[config.mk]
export PLATFORM = sky130hd
export DESIGN_NAME = multi_cycle_control_unit
export DESIGN_NICKNAME = d
export VERILOG_FILES = /design/src/rtl/multi_cycle_control_unit.sv
export SDC_FILE = /design/constraint.sdc
export NUM_CORES = 1
export LEC_CHECK = 0
export CORE_AREA = 2 2 50 52
export DETAILED_ROUTE_END_ITERATION = 16
export DIE_AREA = 0 0 52 54
export PLACE_DENSITY_LB_ADDON = 0.2
export SLEW_MARGIN = 15
export SYNTH_ARGS = -nofsm -noshare
export SYNTH_HDL_FRONTEND = slang
export SYNTH_SLANG_ARGS = --single-unit
[constraint.sdc]
create_clock -name Clock -period 7 [get_ports Clock]
set_clock_uncertainty 0.1 [all_clocks]
set_input_delay 1.75 -clock Clock [delete_from_list [all_inputs] [get_ports Clock]]
set_output_delay 1.75 -clock Clock [all_outputs]
set_load 0.01 [all_outputs]
[src/rtl/multi_cycle_control_unit.sv]
// Multi-cycle MIPS control FSM: sequences FETCH/DECODE/EXECUTE/MEMORY/WRITEBACK over a shared ALU
// and memory port. Memory stalls are bounded by a timeout counter; illegal encodings and timeouts end in TRAP.
// state     | meaning
// FETCH   0 | read instruction at PC, PC += 4
// DECODE  1 | branch target into ALUOut, j/jal complete
// EXECUTE 2 | ALU op, address calc, branch/jr resolve
// MEMORY  3 | data access at ALUOut
// WRITEBK 4 | register file write
// TRAP    7 | fault, leaves only on Reset
module multi_cycle_control_unit #(
    parameter int MEM_TIMEOUT     = 16,
    parameter bit TRAP_ON_ILLEGAL = 1'b1
) (
    input  logic       Clock,
    input  logic       Reset,
    input  logic [5:0] Operator,
    input  logic [5:0] Func,
    input  logic       ALUZero,
    input  logic       MemReady,
    output logic       MemRequest,
    output logic       MemWrite,
    output logic       IorD,
    output logic       IRWrite,
    output logic       PCWrite,
    output logic [1:0] PCSource,
    output logic       ALUSrcA,
    output logic [1:0] ALUSrcB,
    output logic       Signed,
    output logic       Shift,
    output logic [3:0] ALUControl,
    output logic       RegWrite,
    output logic [1:0] RegDst,
    output logic [1:0] MemToReg,
    output logic [2:0] State,
    output logic       Fault,
    output logic       InstrRetired
);

    localparam logic [2:0] S_FETCH     = 3'd0;
    localparam logic [2:0] S_DECODE    = 3'd1;
    localparam logic [2:0] S_EXECUTE   = 3'd2;
    localparam logic [2:0] S_MEMORY    = 3'd3;
    localparam logic [2:0] S_WRITEBACK = 3'd4;
    localparam logic [2:0] S_TRAP      = 3'd7;

    localparam logic [3:0] ALU_ADD = 4'b0000;
    localparam logic [3:0] ALU_SUB = 4'b0001;
    localparam logic [3:0] ALU_AND = 4'b0010;
    localparam logic [3:0] ALU_OR  = 4'b0011;
    localparam logic [3:0] ALU_XOR = 4'b0100;
    localparam logic [3:0] ALU_SLL = 4'b0101;
    localparam logic [3:0] ALU_LUI = 4'b0110;
    localparam logic [3:0] ALU_SRL = 4'b0111;
    localparam logic [3:0] ALU_SRA = 4'b1111;

    localparam int CNT_W = (MEM_TIMEOUT > 1) ? $clog2(MEM_TIMEOUT) : 1;
    localparam logic [CNT_W-1:0] WAIT_LAST = CNT_W'((MEM_TIMEOUT > 0) ? MEM_TIMEOUT - 1 : 0);

    logic [2:0]       state_q, state_d;
    logic [CNT_W-1:0] wait_q, wait_d;

    logic       is_rtype, is_jr, is_j, is_jal, is_lw, is_sw, is_beq, is_bne;
    logic       r_legal, r_shift, is_imm, is_addi, legal;
    logic [3:0] r_alu, imm_alu;
    logic       mem_wait, timeout_hit;

    assign is_rtype = (Operator == 6'b000000);
    assign is_jr    = is_rtype && (Func == 6'b001000);
    assign is_j     = (Operator == 6'b000010);
    assign is_jal   = (Operator == 6'b000011);
    assign is_lw    = (Operator == 6'b100011);
    assign is_sw    = (Operator == 6'b101011);
    assign is_beq   = (Operator == 6'b000100);
    assign is_bne   = (Operator == 6'b000101);
    assign is_addi  = (Operator == 6'b001000);

    always_comb begin
        r_legal = 1'b1;
        r_shift = 1'b0;
        r_alu   = ALU_ADD;
        case (Func)
            6'b100000: r_alu = ALU_ADD;
            6'b100010: r_alu = ALU_SUB;
            6'b100100: r_alu = ALU_AND;
            6'b100101: r_alu = ALU_OR;
            6'b100110: r_alu = ALU_XOR;
            6'b000000: begin r_alu = ALU_SLL; r_shift = 1'b1; end
            6'b000010: begin r_alu = ALU_SRL; r_shift = 1'b1; end
            6'b000011: begin r_alu = ALU_SRA; r_shift = 1'b1; end
            6'b001000: r_alu = ALU_ADD;
            default:   r_legal = 1'b0;
        endcase
    end

    always_comb begin
        is_imm  = 1'b1;
        imm_alu = ALU_ADD;
        case (Operator)
            6'b001000, 6'b001001: imm_alu = ALU_ADD;
            6'b001100:            imm_alu = ALU_AND;
            6'b001101:            imm_alu = ALU_OR;
            6'b001110:            imm_alu = ALU_XOR;
            6'b001111:            imm_alu = ALU_LUI;
            default:              is_imm  = 1'b0;
        endcase
    end

    assign legal = is_rtype ? r_legal
                            : (is_imm || is_lw || is_sw || is_beq || is_bne || is_j || is_jal);

    // Both memory-facing states request every cycle, so "waiting" is simply not-ready there.
    assign mem_wait    = ((state_q == S_FETCH) || (state_q == S_MEMORY)) && !MemReady;
    assign timeout_hit = (MEM_TIMEOUT != 0) && mem_wait && (wait_q == WAIT_LAST);

    always_comb begin
        state_d      = state_q;
        MemRequest   = 1'b0;
        MemWrite     = 1'b0;
        IorD         = 1'b0;
        IRWrite      = 1'b0;
        PCWrite      = 1'b0;
        PCSource     = 2'b00;
        ALUSrcA      = 1'b0;
        ALUSrcB      = 2'b00;
        Signed       = 1'b0;
        Shift        = 1'b0;
        ALUControl   = ALU_ADD;
        RegWrite     = 1'b0;
        RegDst       = 2'b00;
        MemToReg     = 2'b00;
        InstrRetired = 1'b0;

        case (state_q)
            S_FETCH: begin
                MemRequest = 1'b1;
                if (MemReady) begin
                    IRWrite = 1'b1;
                    PCWrite = 1'b1;
                    ALUSrcB = 2'b01;
                    state_d = S_DECODE;
                end else if (timeout_hit) begin
                    state_d = S_TRAP;
                end
            end
            S_DECODE: begin
                ALUSrcB = 2'b11;
                Signed  = 1'b1;
                if (is_j || is_jal) begin
                    PCWrite      = 1'b1;
                    PCSource     = 2'b10;
                    InstrRetired = 1'b1;
                    state_d      = S_FETCH;
                    if (is_jal) begin
                        RegWrite = 1'b1;
                        RegDst   = 2'b10;
                        MemToReg = 2'b10;
                    end
                end else if (!legal) begin
                    if (TRAP_ON_ILLEGAL) begin
                        state_d = S_TRAP;
                    end else begin
                        InstrRetired = 1'b1;
                        state_d      = S_FETCH;
                    end
                end else begin
                    state_d = S_EXECUTE;
                end
            end
            S_EXECUTE: begin
                if (is_jr) begin
                    PCWrite      = 1'b1;
                    PCSource     = 2'b11;
                    InstrRetired = 1'b1;
                    state_d      = S_FETCH;
                end else if (is_rtype) begin
                    ALUSrcA    = 1'b1;
                    Shift      = r_shift;
                    ALUControl = r_alu;
                    state_d    = S_WRITEBACK;
                end else if (is_beq || is_bne) begin
                    ALUSrcA      = 1'b1;
                    ALUControl   = ALU_SUB;
                    PCSource     = 2'b01;
                    PCWrite      = is_beq ? ALUZero : !ALUZero;
                    InstrRetired = 1'b1;
                    state_d      = S_FETCH;
                end else if (is_lw || is_sw) begin
                    ALUSrcA = 1'b1;
                    ALUSrcB = 2'b10;
                    Signed  = 1'b1;
                    state_d = S_MEMORY;
                end else begin
                    ALUSrcA    = 1'b1;
                    ALUSrcB    = 2'b10;
                    Signed     = is_addi;
                    ALUControl = imm_alu;
                    state_d    = S_WRITEBACK;
                end
            end
            S_MEMORY: begin
                MemRequest = 1'b1;
                IorD       = 1'b1;
                MemWrite   = is_sw;
                if (MemReady) begin
                    if (is_sw) begin
                        InstrRetired = 1'b1;
                        state_d      = S_FETCH;
                    end else begin
                        state_d = S_WRITEBACK;
                    end
                end else if (timeout_hit) begin
                    state_d = S_TRAP;
                end
            end
            S_WRITEBACK: begin
                RegWrite     = 1'b1;
                InstrRetired = 1'b1;
                RegDst       = is_rtype ? 2'b00 : 2'b01;
                MemToReg     = is_lw ? 2'b01 : 2'b00;
                state_d      = S_FETCH;
            end
            S_TRAP:  state_d = S_TRAP;
            default: state_d = S_FETCH;
        endcase

        if (state_d != state_q) begin
            wait_d = '0;
        end else if (mem_wait) begin
            wait_d = wait_q + 1'b1;
        end else begin
            wait_d = wait_q;
        end

        if (Reset) begin
            state_d      = S_FETCH;
            wait_d       = '0;
            MemRequest   = 1'b0;
            MemWrite     = 1'b0;
            IRWrite      = 1'b0;
            PCWrite      = 1'b0;
            RegWrite     = 1'b0;
            InstrRetired = 1'b0;
        end
    end

    always_ff @(posedge Clock) begin
        state_q <= state_d;
        wait_q  <= wait_d;
    end

    assign State = state_q;
    assign Fault = (state_q == S_TRAP);

endmodule

==> impl_metrics.toml <==
[critical_path]
slowest_delay_ns = 0.59
endpoint_kind = "primary output"
slowest_stage = "or4_4"
crit_chain = "clkdlybuf4s50_1 > or4_4 > nor3_2 > nand2_1 > nor4_1 > and3_1 > clkdlybuf4s50_1"
worstPathArrival_ns = 4.41
critPathKind = "in -> out"
worstPathRequired_ns = 5.15
crit_fanout = 9
crit_top_cell = "clkdlybuf4s50_1"
start_kind = "input pin"

[sta]
setup_violations = 0
max_slew_margin = 0.611
slew_viol_final = 0
setup_tns_ns = 0
min_period_ns = 6.26
tightest_slew_ns = 0.582
final.period_utilization = 0.894
whs_ns = 0.441
rsz0062_at_grt = "no"
finalHoldViolCount = 0
fmax_mhz = 160

[yosys]
seq_area_frac_synth = 0.141
synth.most_common_cell = "nor2_1"
yosys_warnings = 0
ys_ff_latch = 7
netlist_top_cells_area = "dfxtp_1, nor2_1, nand2_1, a21oi_1, nor3_1"
synth_common_cells = "nor2_1, nand2_1, a21oi_1"
synth_edf_count = 0
ys.flop_type = "dfxtp_1"
synth_area_per_cell_um2 = 6.48
yosysTopAreaCell = "dfxtp_1"
yosysTopAreaCellShare = 0.141
syn_inst = 154
yosysUniqueCellTypes = 46
synth_fp_nets = 171
async_flop_share = 0
synth.cell_area_um2 = 997

[power_and_ir_drop]
cellPowerDensity_nw_per_um2 = 216
ir_drop_v = 0.000170
leakagePower_nw = 0.509

[clock_network]
cts_tree = "done"
clk_pin_slew_worst_paths_ns = 0.05
cts_resized = 0
insertion_delay_ns = 0.25
cts_htree_levels = 1
cts_buffers = 3
clock_sinks = 7
cts_setup_buffers = 0
cts_root_buf = "clkbuf_4"
cts_max_path_buffers = 2
ctsHoldBuffers = 0

[global_routing]
grt_max_degree = 20
overflow = 0
grt_pass1_vias = 1102
grt_pass1_wl_um = 4620
grt_usage = 0.212
antenna_found_initial = 0

[final_layout]
diodes = 0
drive_above_1_share = 0.0426
stdcell_count = 218
fillerInstances = 220
area_growth_pct = 42.4
num-nets-final = 206
fin_util = 0.612

[die]
die_h_um = 54
die_w_um = 52
initial_utilization = 0.430
die-area_um2 = 2810
io_pins = 42
core_area_um2 = 2320
core.rowCount = 18

[placement]
placedCellCount = 214
portBuffers = 41
gp_congestion = 0.832
hpwlAfterDp_um = 2130

[detailed_routing]
drt-vias-per-instance = 5.50
ant_nets = 0
vias = 1198
drt_iter0_drc = 8
drc = 0
drt-total-wl_um = 2630
wl_per_cell_um = 12.1
drtPass1Iterations = 4

[min_path]
hp-class = "reg -> reg"

[run_status]
status = "finished, final reports clean"

[job]
maxCapViolCount = 0
## area by class of cell
cell class              instances  area [µm²]  share of cell area
clock buffers                   4        26.3              0.0185
inverters                       7        26.3              0.0185
flip-flops and latches          7         140              0.0987
well taps                      30        37.5              0.0264
multi-input cells             128         772               0.544
repair buffers                 42         418               0.294
## flip-flops by register name, indices dropped and copies added (netlist names)
signal,cells
wait_q,4
State,3
## path summary, 6_finish.rpt
path,start,end,slack [ns],cells after the start
max,Operator[3],ALUControl[3],0.74,7
min reg2reg,wait_q[3],wait_q[3],0.44,2
max reg2reg,State[1],wait_q[3],5.03,5
min,wait_q[3],wait_q[3],0.44,2
## power breakdown
| part | switching, W | internal [W] |
|---|---|---|
| Sequential | 0.0000297 | 0.0000486 |
| Combinational | 0.0000916 | 0.000102 |
| Clock | 0.0000136 | 0.0000217 |
| Total | 0.000135 | 0.000172 |
## layout by cell type (no fill, tap or decap), types with 2 or more instances in the layout
| master | count |
|---|---|
| inv_1 | 7 |
| clkbuf_4 | 3 |
| nor4b_1 | 2 |
| a21oi_1 | 10 |
| and3_1 | 4 |
| nand3_1 | 5 |
| nand2_1 | 14 |
| nor4_1 | 2 |
| nor2b_1 | 4 |
| clkdlybuf4s50_1 | 41 |
| nor2_1 | 24 |
| o211ai_1 | 4 |
| dfxtp_1 | 7 |
| nand4_1 | 2 |
| o21ai_0 | 9 |
| and2_1 | 3 |
| xor2_1 | 4 |
| nor3_1 | 9 |
| mux2i_1 | 4 |
| nand2b_1 | 5 |
| a22oi_1 | 2 |
## stage by stage
step | total power (W) | cell area [µm²] | setup slack [ns]
global route | 0.000336 | 1420 | 0.577
floorplan | 0.000188 | 997 | 1.92
CTS | 0.000309 | 1420 | 0.753
detailed placement | 0.000272 | 1390 | 0.773
global placement | 0.000271 | 1390 | 0.851
finish | 0.000307 | 1420 | 0.744
## metal layers
layer,track usage,share of wire,up-vias,routed length (µm)
li1,-,-,621,-
met1,0.281,0.46,536,1210
met2,0.369,0.48,37,1260
met3,0.0194,0.051,4,134
met4,0.0526,0.0091,0,24
met5,0,0,-,0
## critical path: cells and delay by family
kind,cells,cell delay [ns]
buf+inv,2,1.10
simple gates,5,1.56
## logic make-up after synthesis
family,after synthesis,share of synthesized area
AO/OA/AOI/OAI,37,0.242
XOR/XNOR,5,0.0439
adder cells (fa/ha/maj),2,0.0226
buffers and inverters,19,0.0853
flip-flops,7,0.141
multiplexers,5,0.0627
AND/OR/NAND/NOR,79,0.403
Note: power is estimated with default switching activity, not from simulation.
